<file path="config.mk">
export PLATFORM = sky130hd
export DESIGN_NAME = usb_link_ctrl
export DESIGN_NICKNAME = d
export VERILOG_FILES = /design/src/rtl/usb_pkg.sv /design/src/rtl/usb_sync2.sv /design/src/rtl/usb_link_ctrl.sv
export SDC_FILE = /design/constraint.sdc
export NUM_CORES = 1
export LEC_CHECK = 0
export BUFFER_PORTS_ARGS = -buffer_cell sky130_fd_sc_hd__buf_2
export CORE_MARGIN = 2
export CORE_UTILIZATION = 58
export CTS_CLUSTER_SIZE = 20
export DETAILED_ROUTE_END_ITERATION = 8
export GPL_TIMING_DRIVEN = 1
export HOLD_SLACK_MARGIN = 0.03
export PLACE_DENSITY = 0.87
export SKIP_LAST_GASP = 1
export SLEW_MARGIN = 20
export SYNTH_ARGS = -nofsm -noshare
export SYNTH_HDL_FRONTEND = slang
export SYNTH_SLANG_ARGS = --single-unit
</file>
<file path="constraint.sdc">
create_clock -name clk48 -period 2.5 [get_ports clk48]
set_input_delay 0 -clock clk48 [delete_from_list [all_inputs] [get_ports clk48]]
set_output_delay 0 -clock clk48 [all_outputs]
set_load 0.05 [all_outputs]
</file>
<file path="src/rtl/usb_pkg.sv">
// Shared USB link-layer definitions: bus line-state codes and link FSM
// state encodings, reused by the link controller and the packet receiver.
package usb_pkg;

  // Synchronized bus line state, packed as {d_n, d_p}.
  typedef enum logic [1:0] {
    LS_SE0 = 2'b00,
    LS_J   = 2'b01,
    LS_K   = 2'b10,
    LS_SE1 = 2'b11
  } line_state_e;

  // Link controller state encoding, visible on link_state.
  typedef enum logic [2:0] {
    ST_DETACHED  = 3'd0,
    ST_ATTACHED  = 3'd1,
    ST_BUS_RESET = 3'd2,
    ST_ACTIVE    = 3'd3,
    ST_SUSPEND   = 3'd4,
    ST_RESUME    = 3'd5
  } link_state_e;

  // Larger of two cycle counts; sizes the shared run counter.
  function automatic int unsigned max_u(input int unsigned a, input int unsigned b);
    return (a > b) ? a : b;
  endfunction

endpackage

</file>
<file path="src/rtl/usb_sync2.sv">
// Two-flop synchronizer for one raw, asynchronous USB data line.
module usb_sync2 #(
  parameter logic RESET_VAL = 1'b0
) (
  input  logic clk48,
  input  logic rst_n,
  input  logic d,
  output logic q
);

  logic meta;

  // Metastability stage followed by the stable output stage.
  always_ff @(posedge clk48 or negedge rst_n) begin
    if (!rst_n) begin
      meta <= RESET_VAL;
      q    <= RESET_VAL;
    end else begin
      meta <= d;
      q    <= meta;
    end
  end

endmodule

</file>
<file path="src/rtl/usb_link_ctrl.sv">
// USB device link controller: attach timing, bus reset / suspend / resume
// detection from the synchronized line state, and pullup control.
module usb_link_ctrl
  import usb_pkg::*;
#(
  parameter int unsigned ATTACH_CYC  = 48000,
  parameter int unsigned RESET_CYC   = 120,
  parameter int unsigned SUSPEND_CYC = 144000
) (
  input  logic       clk48,
  input  logic       rst_n,
  input  logic       usb_d_p,
  input  logic       usb_d_n,
  input  logic       soft_detach,
  output logic       usb_pullup,
  output logic [1:0] line_state,
  output logic       rx_enable,
  output logic       bus_reset,
  output logic       suspended,
  output logic [2:0] link_state
);

  localparam int unsigned CNT_MAX = max_u(ATTACH_CYC, SUSPEND_CYC);
  localparam int unsigned CNT_W   = $clog2(CNT_MAX + 1);

  localparam logic [CNT_W-1:0] CNT_SAT      = CNT_W'(CNT_MAX);
  localparam logic [CNT_W-1:0] ATTACH_LAST  = CNT_W'(ATTACH_CYC - 1);
  localparam logic [CNT_W-1:0] RESET_LAST   = CNT_W'(RESET_CYC - 1);
  localparam logic [CNT_W-1:0] SUSPEND_LAST = CNT_W'(SUSPEND_CYC - 1);
  localparam logic [CNT_W-1:0] CNT_ONE      = CNT_W'(1);

  logic        sync_p;
  logic        sync_n;
  logic [1:0]  sync_ls;
  line_state_e ls_q;
  logic        line_change;
  logic [CNT_W-1:0] cnt;

  link_state_e state_q;
  link_state_e state_d;

  logic se0_run;
  logic j_run;
  logic attach_done;

  // Idle bus is J, so the synchronizer resets to d_p=1, d_n=0.
  usb_sync2 #(.RESET_VAL(1'b1)) u_sync_p (
    .clk48 (clk48),
    .rst_n (rst_n),
    .d     (usb_d_p),
    .q     (sync_p)
  );

  usb_sync2 #(.RESET_VAL(1'b0)) u_sync_n (
    .clk48 (clk48),
    .rst_n (rst_n),
    .d     (usb_d_n),
    .q     (sync_n)
  );

  assign sync_ls     = {sync_n, sync_p};
  assign line_change = (sync_ls != ls_q);

  // cnt holds the number of cycles the current line_state value has been
  // held, minus one; a run "reaches N" when cnt >= N-1. While detached it
  // counts elapsed cycles instead, ignoring line changes.
  always_ff @(posedge clk48 or negedge rst_n) begin
    if (!rst_n) begin
      ls_q <= LS_J;
      cnt  <= '0;
    end else begin
      ls_q <= line_state_e'(sync_ls);
      if (soft_detach) begin
        cnt <= '0;
      end else if ((state_q != ST_DETACHED) && line_change) begin
        cnt <= '0;
      end else if (cnt != CNT_SAT) begin
        cnt <= cnt + CNT_ONE;
      end
    end
  end

  assign se0_run     = (ls_q == LS_SE0) && (cnt >= RESET_LAST);
  assign j_run       = (ls_q == LS_J)   && (cnt >= SUSPEND_LAST);
  assign attach_done = (cnt >= ATTACH_LAST);

  // Link state register.
  always_ff @(posedge clk48 or negedge rst_n) begin
    if (!rst_n) begin
      state_q <= ST_DETACHED;
    end else begin
      state_q <= state_d;
    end
  end

  // Next-state logic; soft_detach overrides every other transition.
  always_comb begin
    state_d = state_q;
    if (soft_detach) begin
      state_d = ST_DETACHED;
    end else begin
      case (state_q)
        ST_DETACHED:  if (attach_done) state_d = ST_ATTACHED;
        ST_ATTACHED:  if (se0_run)     state_d = ST_BUS_RESET;
        ST_BUS_RESET: if ((ls_q == LS_J) || (ls_q == LS_K)) state_d = ST_ACTIVE;
        ST_ACTIVE: begin
          if (se0_run)    state_d = ST_BUS_RESET;
          else if (j_run) state_d = ST_SUSPEND;
        end
        ST_SUSPEND: begin
          if (ls_q == LS_K) state_d = ST_RESUME;
          else if (se0_run) state_d = ST_BUS_RESET;
        end
        ST_RESUME: begin
          if (ls_q == LS_J) state_d = ST_ACTIVE;
          else if (se0_run) state_d = ST_BUS_RESET;
        end
        default: state_d = ST_DETACHED;
      endcase
    end
  end

  assign usb_pullup = (state_q != ST_DETACHED);
  assign rx_enable  = (state_q == ST_ACTIVE);
  assign bus_reset  = (state_q == ST_BUS_RESET);
  assign suspended  = (state_q == ST_SUSPEND);
  assign link_state = state_q;
  assign line_state = ls_q;

endmodule

</file>
==> results_dict.tcl <==
set metrics [dict create \
    wire_length_of_the_first_global_routing_pass_mm 5.23 \
    period_minus_slack_ps 2130 \
    synth_area_leader_cell "sky130_fd_sc_hd__dfrtp_1" \
    ioPinCount 14 \
    nets_finish 188 \
    dp_hpwl_mm 2.25 \
    cp.buffers_inverters 0 \
    utilization 0.680 \
    seq_area_frac_synth 0.429 \
    timing_worst_setup_path_type "reg -> reg" \
    cts_inserted_buffers 3 \
    antenna_violations_before_repair 0 \
    cts.reportedPaths.clkPinSlew_ps 160 \
    tightestPinTransition_ps 664 \
    crit_fanout 5 \
    timing.reg2reg.worst_path_depth 6 \
    global_route.usage.total 0.209 \
    post_synth_most_frequent_cells "sky130_fd_sc_hd__dfrtp_1, sky130_fd_sc_hd__nor2_1, sky130_fd_sc_hd__xor2_1, sky130_fd_sc_hd__inv_1, sky130_fd_sc_hd__nand3_1" \
    grt_max_degree 28 \
    fin_setup_tns_ps 0 \
    synth-async-reset-ratio 1.00 \
    die-area_sq_um 3170 \
    dr.pass1.iters 4 \
    die_width_microns 56.3 \
    cts_num_sinks 27 \
    netlist_top_cells_area "sky130_fd_sc_hd__dfrtp_1, sky130_fd_sc_hd__xor2_1, sky130_fd_sc_hd__dfstp_2" \
    worst_supply_voltage_drop_on_vdd_mv 0.514 \
    r2r-end "link_state[1]$_DFFE_PN0P_" \
    rsz_0062_raised_after_global_routing "false" \
    first_global_vias 1163 \
    synth-edff-count 0 \
    hold_path_class "in -> async" \
    routed-via-count 1244 \
    critPathTopFamily "simple AND/OR/NAND/NOR gates" \
    port_buffers 13 \
    initial_utilization 0.628 \
    max_transition_margin 0.558 \
    critical_path.startpoint_type "flop" \
    drt-wirelength-per-cell_microns 15.0 \
    drc 0 \
    routed_wl_mm 3.11 \
    synth.ff_latch_count 27 \
    power.density_cell_area_nw_per_um2 420 \
    timing.critical_path.cells "ha_1, a21oi_1, o2111ai_2, and2_4, or4_4, a311oi_2" \
    number_of_antenna_diodes 0 \
    final.period_utilization 0.853 \
    worst_hold_margin_ps 166 \
    grt_overflow_total 0 \
    max-clock-path-buffers 2 \
    std_cell_rows 18 \
    cp.required_ps 2770 \
    mappedNetlistArea_sq_um 1580 \
    crit_path_max_incr_delay_ps 510 \
    total_power_uw 720 \
    timing.final.setup_violations 0 \
    tritoncts "yes" \
    detail_route.iter0.violations 53 \
    clock_insertion_delay_worst_skew_ps 350 \
    syn_nets 172 \
    report.final.slew_viol_count 0 \
    worst-r2r-setup-slack_ps 370 \
    postRouteAntennaNets 0 \
    cellLeakagePower_uw 0.000806 \
    run_status "finished clean" \
    end_kind "flop" \
    setup.worst_path.start "cnt[0]$_DFFE_PN0P_" \
    syn_to_final_growth_pct 8.29 \
    cpMaxStageDelayCell "sky130_fd_sc_hd__or4_4" \
    gp_congestion 0.861 \
    cts_htree_levels 1 \
    critical_path_arrival_ps 2400 \
    routed_via_density 6.01 \
    post_cts_resized 0 \
    final-hold-violation-count 0 \
    max-cap-violations 0 \
    cts_root_buf "sky130_fd_sc_hd__clkbuf_4" \
    synth_warnings 0 \
    netlist-cell-type-count 45 \
    syn_inst 162 \
    regToRegStartpoint "cnt[0]$_DFFE_PN0P_" \
    fp.dieH_microns 56.3 \
    maxClockFrequency_ghz 0.469 \
    syn_area_per_cell_sq_um 9.78 \
    post_route_cells_drive_above_1_share 0.181 \
    core_region_area_sq_um 2520 \
    area_share_of_the_leading_cell_type_in_the_synthesized_netlist 0.379 \
    synth_ff_type "sky130_fd_sc_hd__dfrtp_1" \
    fin_worst_skew_ps 4.87 \
    count_leader_synth "sky130_fd_sc_hd__dfrtp_1" \
]
==> cells by family after synthesis <==
logic type      after synthesis  share of synthesized area
buf+inv                      17                     0.0608
fa+ha+maj                     5                     0.0395
compound gates               23                      0.107
flops                        27                      0.429
simple gates                 71                      0.258
mux                           1                    0.00632
xor+xnor                     18                     0.0995
==> per-stage QoR <==
stage,worst slack [ps],std cells,area [sq um]
6_report,369,207,1720
4_1_cts,376,207,1720
3_3_place_gp,472,199,1640
5_1_grt,249,207,1720
3_5_place_dp,407,199,1640
2_1_floorplan,219,162,1590
==> layer usage <==
metal	up-vias	wire length, microns	GRT usage
met4	0	24	0.0408
met3	6	186	0.0668
met1	602	1360	0.277
met2	39	1540	0.341
met5	-	0	0
li1	597	-	-
==> report_power, final <==
group          internal [uW]  total, uW  switching [uW]
clock                   65.7        212             146
sequential               448        457            8.99
combinational           18.6       52.1            33.4
total                    532        720             188
==> worst max path at each step <==
stage,cells after the start,end,slack (ps)
6_report,6,link_state[1]$_DFFE_PN0P_,370
5_1_grt,6,link_state[1]$_DFFE_PN0P_,250
4_1_cts,6,link_state[1]$_DFFE_PN0P_,380
3_5_place_dp,6,link_state[1]$_DFFE_PN0P_,410
3_3_place_gp,6,link_state[1]$_DFFE_PN0P_,470
2_1_floorplan,6,link_state[0]$_DFFE_PN0P_,220
==> cell type report <==
type                    instances  area, sq um
fillers                       199          807
flip-flops and latches         27          679
well taps                      30         37.5
inverters                       9         33.8
repair buffers                 19          120
clock buffers                   3         22.5
clock inverters                 1         8.76
multi-input cells             118          813
==> flip-flops by register name, summed over array words and instances, names as in the netlist <==
name	flops
cnt	18
link_state	3
line_state	2
u_sync_n.meta	1
u_sync_n.q	1
u_sync_p.meta	1
u_sync_p.q	1
==> cell usage in the layout (no fill, tap or decap), types with 2 or more instances in the layout <==
cell	n
sky130_fd_sc_hd__dfrtp_1	24
sky130_fd_sc_hd__nor2_1	20
sky130_fd_sc_hd__xor2_1	13
sky130_fd_sc_hd__buf_2	13
sky130_fd_sc_hd__inv_1	9
sky130_fd_sc_hd__nand3_1	9
sky130_fd_sc_hd__nand2_1	7
sky130_fd_sc_hd__and3_1	6
sky130_fd_sc_hd__a21oi_1	5
sky130_fd_sc_hd__xnor2_1	5
sky130_fd_sc_hd__nand4_1	5
sky130_fd_sc_hd__ha_1	5
sky130_fd_sc_hd__o21ai_0	4
sky130_fd_sc_hd__nor3_1	4
sky130_fd_sc_hd__nor4_1	4
sky130_fd_sc_hd__dlygate4sd3_1	4
sky130_fd_sc_hd__clkbuf_4	3
sky130_fd_sc_hd__dfstp_2	3
sky130_fd_sc_hd__nor2b_1	2
sky130_fd_sc_hd__nand2b_1	2
sky130_fd_sc_hd__nor4_4	2
sky130_fd_sc_hd__a31oi_1	2
sky130_fd_sc_hd__o22ai_1	2
sky130_fd_sc_hd__buf_4	2
==> timing repair <==
action | 4_1_cts | 5_1_grt
hold buffers | 4 | 0
hold endpoints to repair | 32 | 0
endpoints found under the setup margin | 0 | 0
setup buffers | 0 | 0
(Power assumes the default switching activity.)
